<file path="config.mk">
export PLATFORM = sky130hd
export DESIGN_NAME = mult_batch_engine
export DESIGN_NICKNAME = d
export VERILOG_FILES = /design/src/rtl/mult_batch_pkg.sv /design/src/rtl/mult_batch_engine_seq_mult.sv /design/src/rtl/mult_batch_engine.sv
export SDC_FILE = /design/constraint.sdc
export NUM_CORES = 1
export LEC_CHECK = 0
export CAP_MARGIN = 10
export CORE_MARGIN = 2
export CORE_UTILIZATION = 45
export CTS_BUF_LIST = sky130_fd_sc_hd__clkbuf_8 sky130_fd_sc_hd__clkbuf_16
export DETAILED_ROUTE_END_ITERATION = 8
export PLACE_DENSITY = 0.67
export SKIP_LAST_GASP = 1
export SYNTH_ARGS = -nofsm -noshare
export SYNTH_HDL_FRONTEND = slang
export SYNTH_SLANG_ARGS = --single-unit
</file>
<file path="constraint.sdc">
create_clock -name clk -period 2.6 [get_ports clk]
set_input_delay 0.39 -clock clk [delete_from_list [all_inputs] [get_ports clk]]
set_output_delay 0.39 -clock clk [all_outputs]
set_load 0.01 [all_outputs]
</file>
<file path="src/rtl/mult_batch_pkg.sv">
// Shared types for the batch multiply engine.
// FSM state encoding and run-mode constants.
package mult_batch_pkg;

    typedef enum logic [3:0] {
        IDLE,
        FETCH_A,
        FETCH_B,
        LOAD,
        MUL,
        WRITE,
        ACC,
        WRITE_ACC,
        DONE
    } state_t;

    localparam logic MODE_ELEM = 1'b0;
    localparam logic MODE_ACC  = 1'b1;

endpackage

</file>
<file path="src/rtl/mult_batch_engine_seq_mult.sv">
// Shift-add multiplier, one partial product per cycle.
// valid flags the final step; product is complete after that edge.
module seq_mult #(
    parameter int DW = 4
) (
    input  logic            clk,
    input  logic            rst,
    input  logic            load,
    input  logic [DW-1:0]   a,
    input  logic [DW-1:0]   b,
    output logic [2*DW-1:0] product,
    output logic            valid
);

    localparam int CW = $clog2(DW + 1);

    logic [2*DW-1:0] a_sh;
    logic [DW-1:0]   b_sh;
    logic [CW-1:0]   step;
    logic            run;

    assign valid = run && (step == CW'(DW - 1));

    // Load operands, then add the shifted multiplicand for each set bit of b.
    always_ff @(posedge clk or negedge rst) begin
        if (!rst) begin
            a_sh    <= '0;
            b_sh    <= '0;
            step    <= '0;
            run     <= 1'b0;
            product <= '0;
        end else if (load) begin
            a_sh    <= (2*DW)'(a);
            b_sh    <= b;
            step    <= '0;
            run     <= 1'b1;
            product <= '0;
        end else if (run) begin
            if (b_sh[0])
                product <= product + a_sh;
            a_sh <= a_sh << 1;
            b_sh <= b_sh >> 1;
            step <= step + CW'(1);
            if (valid)
                run <= 1'b0;
        end
    end

endmodule

</file>
<file path="src/rtl/mult_batch_engine.sv">
// Batch multiply sequencer: ROM operand pairs in, products or dot product out.
// Strobes decode the registered state; ram_addr/ram_wdata hold between writes.
module mult_batch_engine
    import mult_batch_pkg::*;
#(
    parameter int DW   = 4,
    parameter int AW   = 8,
    parameter int ACCW = 12
) (
    input  logic            clk,
    input  logic            rst,
    input  logic            start,
    input  logic            mode,
    input  logic [AW-1:0]   src_base,
    input  logic [AW-1:0]   dst_base,
    input  logic [AW-1:0]   count,
    output logic            rom_en,
    output logic [AW-1:0]   rom_addr,
    input  logic [DW-1:0]   rom_data,
    output logic            ram_we,
    output logic [AW-1:0]   ram_addr,
    output logic [ACCW-1:0] ram_wdata,
    output logic            busy,
    output logic            done,
    output logic [ACCW-1:0] result,
    output logic            overflow
);

    state_t          state;
    logic [AW-1:0]   src_ptr;
    logic [AW-1:0]   dst_ptr;
    logic [AW-1:0]   dst_base_q;
    logic [AW-1:0]   rem_q;
    logic [AW-1:0]   ram_addr_q;
    logic [ACCW-1:0] ram_wdata_q;
    logic [ACCW-1:0] acc_q;
    logic [ACCW-1:0] prod_ext;
    logic [ACCW:0]   acc_sum;
    logic [DW-1:0]   a_q;
    logic            mode_q;
    logic [2*DW-1:0] product;
    logic            mul_valid;
    logic            mul_load;

    assign mul_load = (state == LOAD);
    assign prod_ext = ACCW'(product);
    assign acc_sum  = {1'b0, acc_q} + (ACCW+1)'(product);

    seq_mult #(.DW(DW)) u_mult (
        .clk     (clk),
        .rst     (rst),
        .load    (mul_load),
        .a       (a_q),
        .b       (rom_data),
        .product (product),
        .valid   (mul_valid)
    );

    // Memory strobes and addresses follow the current state.
    always_comb begin
        rom_en    = 1'b0;
        rom_addr  = src_ptr;
        ram_we    = 1'b0;
        ram_addr  = ram_addr_q;
        ram_wdata = ram_wdata_q;
        unique case (1'b1)
            state == FETCH_A: rom_en = 1'b1;
            state == FETCH_B: begin
                rom_en   = 1'b1;
                rom_addr = src_ptr + AW'(1);
            end
            state == WRITE: begin
                ram_we    = 1'b1;
                ram_addr  = dst_ptr;
                ram_wdata = prod_ext;
            end
            state == WRITE_ACC: begin
                ram_we    = 1'b1;
                ram_addr  = dst_base_q;
                ram_wdata = acc_q;
            end
            default: ;
        endcase
    end

    // Run control: latch the job, walk pairs, write or accumulate.
    always_ff @(posedge clk or negedge rst) begin
        if (!rst) begin
            state       <= IDLE;
            src_ptr     <= '0;
            dst_ptr     <= '0;
            dst_base_q  <= '0;
            rem_q       <= '0;
            mode_q      <= MODE_ELEM;
            a_q         <= '0;
            acc_q       <= '0;
            ram_addr_q  <= '0;
            ram_wdata_q <= '0;
            busy        <= 1'b0;
            done        <= 1'b0;
            result      <= '0;
            overflow    <= 1'b0;
        end else begin
            done <= 1'b0;
            unique case (state)
                IDLE: if (start) begin
                    src_ptr    <= src_base;
                    dst_ptr    <= dst_base;
                    dst_base_q <= dst_base;
                    rem_q      <= count;
                    mode_q     <= mode;
                    acc_q      <= '0;
                    overflow   <= 1'b0;
                    busy       <= 1'b1;
                    if (count == '0) begin
                        state <= DONE;
                        done  <= 1'b1;
                    end else begin
                        state <= FETCH_A;
                    end
                end
                FETCH_A: state <= FETCH_B;
                FETCH_B: begin
                    a_q   <= rom_data;
                    state <= LOAD;
                end
                LOAD: begin
                    src_ptr <= src_ptr + AW'(2);
                    state   <= MUL;
                end
                MUL: if (mul_valid)
                    state <= (mode_q == MODE_ACC) ? ACC : WRITE;
                WRITE: begin
                    result      <= prod_ext;
                    ram_addr_q  <= dst_ptr;
                    ram_wdata_q <= prod_ext;
                    dst_ptr     <= dst_ptr + AW'(1);
                    rem_q       <= rem_q - AW'(1);
                    if (rem_q == AW'(1)) begin
                        state <= DONE;
                        done  <= 1'b1;
                    end else begin
                        state <= FETCH_A;
                    end
                end
                ACC: begin
                    acc_q <= acc_sum[ACCW-1:0];
                    if (acc_sum[ACCW])
                        overflow <= 1'b1;
                    rem_q <= rem_q - AW'(1);
                    state <= (rem_q == AW'(1)) ? WRITE_ACC : FETCH_A;
                end
                WRITE_ACC: begin
                    result      <= acc_q;
                    ram_addr_q  <= dst_base_q;
                    ram_wdata_q <= acc_q;
                    state       <= DONE;
                    done        <= 1'b1;
                end
                DONE: begin
                    busy  <= 1'b0;
                    state <= IDLE;
                end
                default: state <= IDLE;
            endcase
        end
    end

endmodule

</file>
After elaboration in Yosys (flattened, before gate mapping)

Index checks and enable logic that the tools add are counted.

Register bits: 112
Bits of input ports: 32
Output and inout port bits: 45
Logic and storage cells: 104

Add/subtract/negate cells: 7
Eq/ne operators: 13
Mux-type cells: 42
Reduce and logical (&&, ||, !) cells: 23

Operator list:

| kind                                                                | count |
|---|---|
| 8-bit two-way mux                                                   | 9 |
| 12-bit case mux with 2 select lines                                 | 3 |
| 8-bit case mux with 2 select lines                                  | 4 |
| 4-bit case mux with 8 select lines                                  | 1 |
| 4-bit two-way mux                                                   | 6 |
| 8-bit by 1-bit adder with 8-bit output (second input constant)      | 2 |
| 4-bit by 3-bit == test with 1-bit output (second input constant)    | 4 |
| 2-bit AND reduction                                                 | 8 |
| 2-bit nonzero test                                                  | 8 |
| 12-bit by 8-bit adder with 13-bit output                            | 1 |
| 12-bit two-way mux                                                  | 1 |
| 1-bit two-way mux                                                   | 11 |
| 3-bit two-way mux                                                   | 3 |
| 8-bit by 2-bit adder with 8-bit output (second input constant)      | 1 |
| 8-bit adder                                                         | 1 |
| 4-bit by 2-bit == test with 1-bit output (second input constant)    | 2 |
| 8-bit by 1-bit == test with 1-bit output (second input constant)    | 1 |
| 8-bit logical NOT                                                   | 1 |
| 8-bit by 1-bit subtractor with 8-bit output (second input constant) | 1 |
| 2-bit inequality test (second input constant)                       | 3 |
| 2-bit OR reduction                                                  | 3 |
| 4-bit by 1-bit == test with 1-bit output (second input constant)    | 1 |
| 4-bit == test (second input constant)                               | 1 |
| 4-bit logical NOT                                                   | 1 |
| 7 further kinds                                                     | 8 |

Logic depth before layout (Yosys ltp)

Word-level depth: 5
Depth in mapped cells: 8
Gate-level depth less buffers: 8

Cells and area by module

A second synthesis with hierarchy kept.

Cells, all modules: 604
Area total of the unflattened synthesis: 5913.2 um^2

Modules (own cells, without submodules):

| module            | instances | cells each | area an instance (um^2) | sequential area each (um^2) |
|---|---|---|---|---|
| mult_batch_engine | 1         | 469        | 4568.1                  | 2202.1 |
| seq_mult          | 1         | 135        | 1345.0                  | 600.6 |

Worst setup path before layout

OpenSTA, ideal clock, no wires.

Kind: reg2reg
Start: register u_mult.product[0]
End: register overflow
Library setup time: 0.119 ns
Arrival time: 2.007 ns
Required time: 2.481 ns
Setup slack: 0.474 ns
Stages on the path, launching flop included: 8
Buffers on the path: 0
Period minus slack after synthesis: 2.126 ns
Cell sequence: dfrtp_1 > ha_1 > fa_1 > a21o_1 > a221oi_1 > o2bb2ai_1 > a2111oi_0 > o21a_1

Word-level cells in the longest chain between the ends: 3

Ends and longest elaborated chain:

| item                                     | line                             | RTL |
|---|---|---|
| from (decl)                              | mult_batch_engine_seq_mult.sv:11 | `output logic [2*DW-1:0] product,` |
| from (signal assigned)                   | mult_batch_engine_seq_mult.sv:40 | `product <= product + a_sh;` |
| 12-bit by 8-bit adder with 13-bit output | mult_batch_engine.sv:47          | `assign acc_sum = {1'b0, acc_q} + (ACCW+1)'(product);` |
| 2-bit inequality test (no line)          | --                               |  |
| 3-bit AND reduction (no line)            | --                               |  |
| to (signal assigned)                     | mult_batch_engine.sv:102         | `overflow <= 1'b0;` |
| to (signal assigned)                     | mult_batch_engine.sv:113         | `overflow <= 1'b0;` |
| to (signal assigned)                     | mult_batch_engine.sv:149         | `overflow <= 1'b1;` |
| to (decl)                                | mult_batch_engine.sv:26          | `output logic overflow` |

No other way between the ends.
A chain may end at the register's enable or synchronous reset.

Worst setup path after layout

Start: register state[3]
End: output rom_addr[2]

Word-level cells in the longest chain between the ends: 2

Ends and longest elaborated chain:

| item                                     | line                     | RTL |
|---|---|---|
| from (decl)                              | mult_batch_engine.sv:29  | `state_t state;` |
| from (signal assigned)                   | mult_batch_engine.sv:132 | `state <= (mode_q == MODE_ACC) ? ACC : WRITE;` |
| from (signal assigned)                   | mult_batch_engine.sv:151 | `state <= (rem_q == AW'(1)) ? WRITE_ACC : FETCH_A;` |
| 4-bit by 2-bit == test with 1-bit output | mult_batch_engine.sv:68  | `state == FETCH_B: begin` |
| 8-bit two-way mux                        | mult_batch_engine.sv:66  | `unique case (1'b1)` |
| to (decl)                                | mult_batch_engine.sv:18  | `output logic [AW-1:0] rom_addr,` |

No other way between the ends.

==> summary.txt <==
Cells and area
  • Register area: 2805 um2
  • Fin util: 56.69%
  • ANT cells: 0
  • Multi-input gate area: 2781 um2
  • Finished Cell Area: 7126 um2
  • Area Overhead vs Synth: 23.56%
  • Fill count: 1105
  • Nets: 732
  • Proportion of layout cells with a drive suffix above 1: 8.542%

Critical path
  • Worst Setup End Kind: output pin
  • CP Class: register to output pin
  • CP startpoint kind: register
  • Worst path arrival time: 2120 ps
  • CP required: 2210 ps
  • Critical Path Fanout Max: 7

Detailed routing
  • Routed Wire Length: 13000 um
  • Routed len/inst: 15.28 um
  • Antenna Violating Nets Remaining: 0
  • Via count: 4634
  • TritonRoute pass-1 iters: 5
  • Routed vias/inst: 5.445
  • DRC viols: 0
  • First DRT Iteration DRCs: 296

Synthesis
  • Yosys cell types: 60
  • Number of synthesized flops with an enable pin: 0
  • Post-synthesis sequential area ratio: 48.60%
  • Syn Std Cell Area: 5767 um2
  • Register bit total from synthesis: 112
  • Ys async rst share: 100.0%
  • Synthesized instance count: 593
  • Ys Warns: 0
  • Post-synth top flop: dfrtp_1
  • Synthesized Nets: 649
  • Synth Area per Inst: 9.725 um2

CTS
  • Clk_lat worst skew: 350 ps
  • CTS clk-pin slew, worst paths: 70 ps
  • H-tree Lvls: 3
  • Clock Sinks: 112
  • CTS tree: built
  • Total CTS buffers: 9
  • CTS root buffer: clkbuf_16
  • Hold Buf Count CTS: 0
  • Clk buf depth: 2

Power and ir drop
  • Pwr Total: 7.945 mW
  • Sw Share: 37.59%
  • Power per cell area: 1115 nW/um2
  • Peak VDD IR: 0.0005839 V
  • Combinational power share: 45.9%
  • NetSw: 2.986 mW
  • Clk pwr share: 16.8%
  • Leak: 3.286 nW
  • Part of the power in registers: 37.3%
  • Cell-internal power: 4.959 mW

Timing
  • Tightest Pin Transition: 653.1 ps
  • Final WS setup: 86.72 ps
  • Setup TNS Final: 0 ps
  • Worst slew margin: 55.89%
  • Fin. max-slew vios: 0
  • RSZ-0062 raised after global routing: yes
  • Final Critical Period: 2513 ps
  • Final setup fails: 0
  • Final Cycle Share: 96.66%
  • Final Hold Fails: 0
  • Skew final: 8.212 ps
  • Max Fclk: 397.9 MHz

Global routing
  • Pin count of the biggest net entering global routing: 55
  • Vias in the first global route: 4439
  • Grt ovf: 0
  • GRT Util Overall: 20.00%
  • Initial antenna violation count: 0
  • First-pass GRT wire length: 21480 um

Floorplanning
  • # rows: 41
  • CORE AREA: 12570 um2
  • Top-level port count: 77
  • Initial Util: 45.88%
  • Die ar.: 13740 um2
  • Chip Width: 117.2 um
  • Die Height: 117.2 um

Place
  • GP Congestion: 0.8736
  • Cell Area, Placed: 6777 um2
  • PortBufs: 76
  • Setup WS pre-CTS: 254.3 ps
  • DP HPWL: 9421 um

Run status
  • Status: completed

Job
  • Max Cap Viol: 0

Worst hold path
  • Hold WC Path Type: primary input to asynchronous set/reset pin
power by group through the flow:
stage	Combinational, mW	Sequential [mW]	Clock [mW]
2_1_floorplan	2.34	2.87	0
6_report	3.65	2.96	1.34
3_5_place_dp	3.62	2.99	0
5_1_grt	4.06	3.06	1.46
4_1_cts	3.65	2.96	1.38
3_3_place_gp	3.53	2.95	0
per-layer routing:
layer / track usage, % / vias up / part of all wire, %
met5: 0 / - / 0
met3: 3.553 / 15 / 4.4
met2: 31.65 / 119 / 47
li1: - / 2282 / -
met4: 7.529 / 0 / 1.5
met1: 27.57 / 2218 / 47
cell type report:
cell class / instances / area share, %
flip-flops and latches: 112 / 39.37
repair buffers: 102 / 13.82
inverters: 16 / 0.8780
well taps: 172 / 3.020
multi-input cells: 435 / 39.03
clock buffers: 9 / 3.161
clock inverters: 5 / 0.7199
cells in the mapped netlist (4+ instances only):
master | number | area (um2)
dfrtp_1 | 112 | 2803
o22ai_1 | 5 | 31.28
a21o_1 | 5 | 37.54
xor2_1 | 6 | 52.55
nor3_1 | 6 | 30.03
a21oi_1 | 22 | 110.1
buf_2 | 16 | 80.08
nand2_1 | 108 | 405.4
clkbuf_1 | 11 | 41.29
mux2_2 | 4 | 45.04
nor2_1 | 35 | 131.4
and3_1 | 6 | 37.54
a211oi_1 | 5 | 37.54
nor4_1 | 5 | 31.28
and2_1 | 4 | 25.02
o21ai_0 | 36 | 180.2
o21a_1 | 21 | 157.7
o31ai_1 | 5 | 37.54
xnor2_1 | 9 | 78.83
o211ai_1 | 9 | 67.56
nand3_1 | 34 | 170.2
ha_1 | 22 | 275.3
a31oi_1 | 4 | 25.02
mux2i_1 | 31 | 310.3
inv_1 | 16 | 60.06
a221o_1 | 5 | 50.05
path summary, 6_finish.rpt:
path | endpoint | slack, ps | depth (start not counted) | start
worst max register to register | overflow$_DFFE_PN0P_ | 270 | 7 | u_mult.product[0]$_DFFE_PN0P_
max in group asynchronous | state[2]$_DFFE_PN0P_ | 1850 | 2 | rst
worst min-delay path | result[5]$_DFFE_PN0N_ | 30 | 1 | rst
worst max-delay path | rom_addr[2] | 90 | 5 | state[3]$_DFFE_PN0P_
min in group clk | dst_base_q[6]$_DFFE_PN0P_ | 470 | 2 | dst_base_q[6]$_DFFE_PN0P_
worst min register to register | dst_base_q[6]$_DFFE_PN0P_ | 470 | 2 | dst_base_q[6]$_DFFE_PN0P_
kinds of logic (layout without fill, tap and decap cells):
logic type / Yosys count / count (layout) / share of synthesized area (%)
mux: 35 / 35 / 6.162
flops: 112 / 112 / 48.60
simple gates: 222 / 222 / 17.73
xor+xnor: 16 / 16 / 2.560
compound gates: 138 / 138 / 16.01
fa+ha+maj: 24 / 24 / 5.468
buf+inv: 46 / 132 / 3.471
registers in the layout (all words and copies together), names as in the netlist, 8 cells and up:
signal          cells
acc_q              12
ram_wdata_q        12
result             12
dst_base_q          8
dst_ptr             8
ram_addr_q          8
rem_q               8
src_ptr             8
u_mult.a_sh         8
u_mult.product      8
what timing repair did:
action,CTS,global route
setup buffers,1,4
pin swaps,1,1
cloned,0,0
resized for setup,4,13
setup endpoints to repair,13,23
hold endpoints to repair,0,0
critical path, cell delays in order, from the launching register on:
cell	delay [ps]
dfrtp_2	440
nor4b_4	350
buf_4	220
nand2_1	70
xnor2_1	140
clkdlybuf4s50_1	560
cell usage in the layout (no fill, tap or decap), types with 5 or more instances in the layout:
cell type        Yosys  layout
dlymetal6s2s_1       0       6
clkdlybuf4s50_1      0      69
clkbuf_16            0       9
dfrtp_1            112     110
o21ai_0             36      32
xnor2_1              9       9
ha_1                22      22
a21oi_1             22      22
nand3_1             34      34
xor2_1               6       6
nor2_1              35      35
o21ai_1              1       5
nand2_1            108     107
inv_1               16      16
mux2i_1             31      31
nor4_1               5       5
a211oi_1             5       5
a221o_1              5       5
o22ai_1              5       5
o211ai_1             9       9
o31ai_1              5       5
o21a_1              21      21
a21o_1               5       5
nor3_1               6       6
and3_1               6       6
buf_4                2      25
stage by stage:
| step | hold slack (ps) | std cells |
|---|---|---|
| after detailed placement | 421.0 | 832 |
| after global routing | 63.29 | 851 |
| final | 26.79 | 851 |
| after floorplan | 94.41 | 593 |
| after global placement | 417.7 | 832 |
| after CTS | 37.67 | 847 |
No activity file was read; power rests on OpenSTA's default activity.
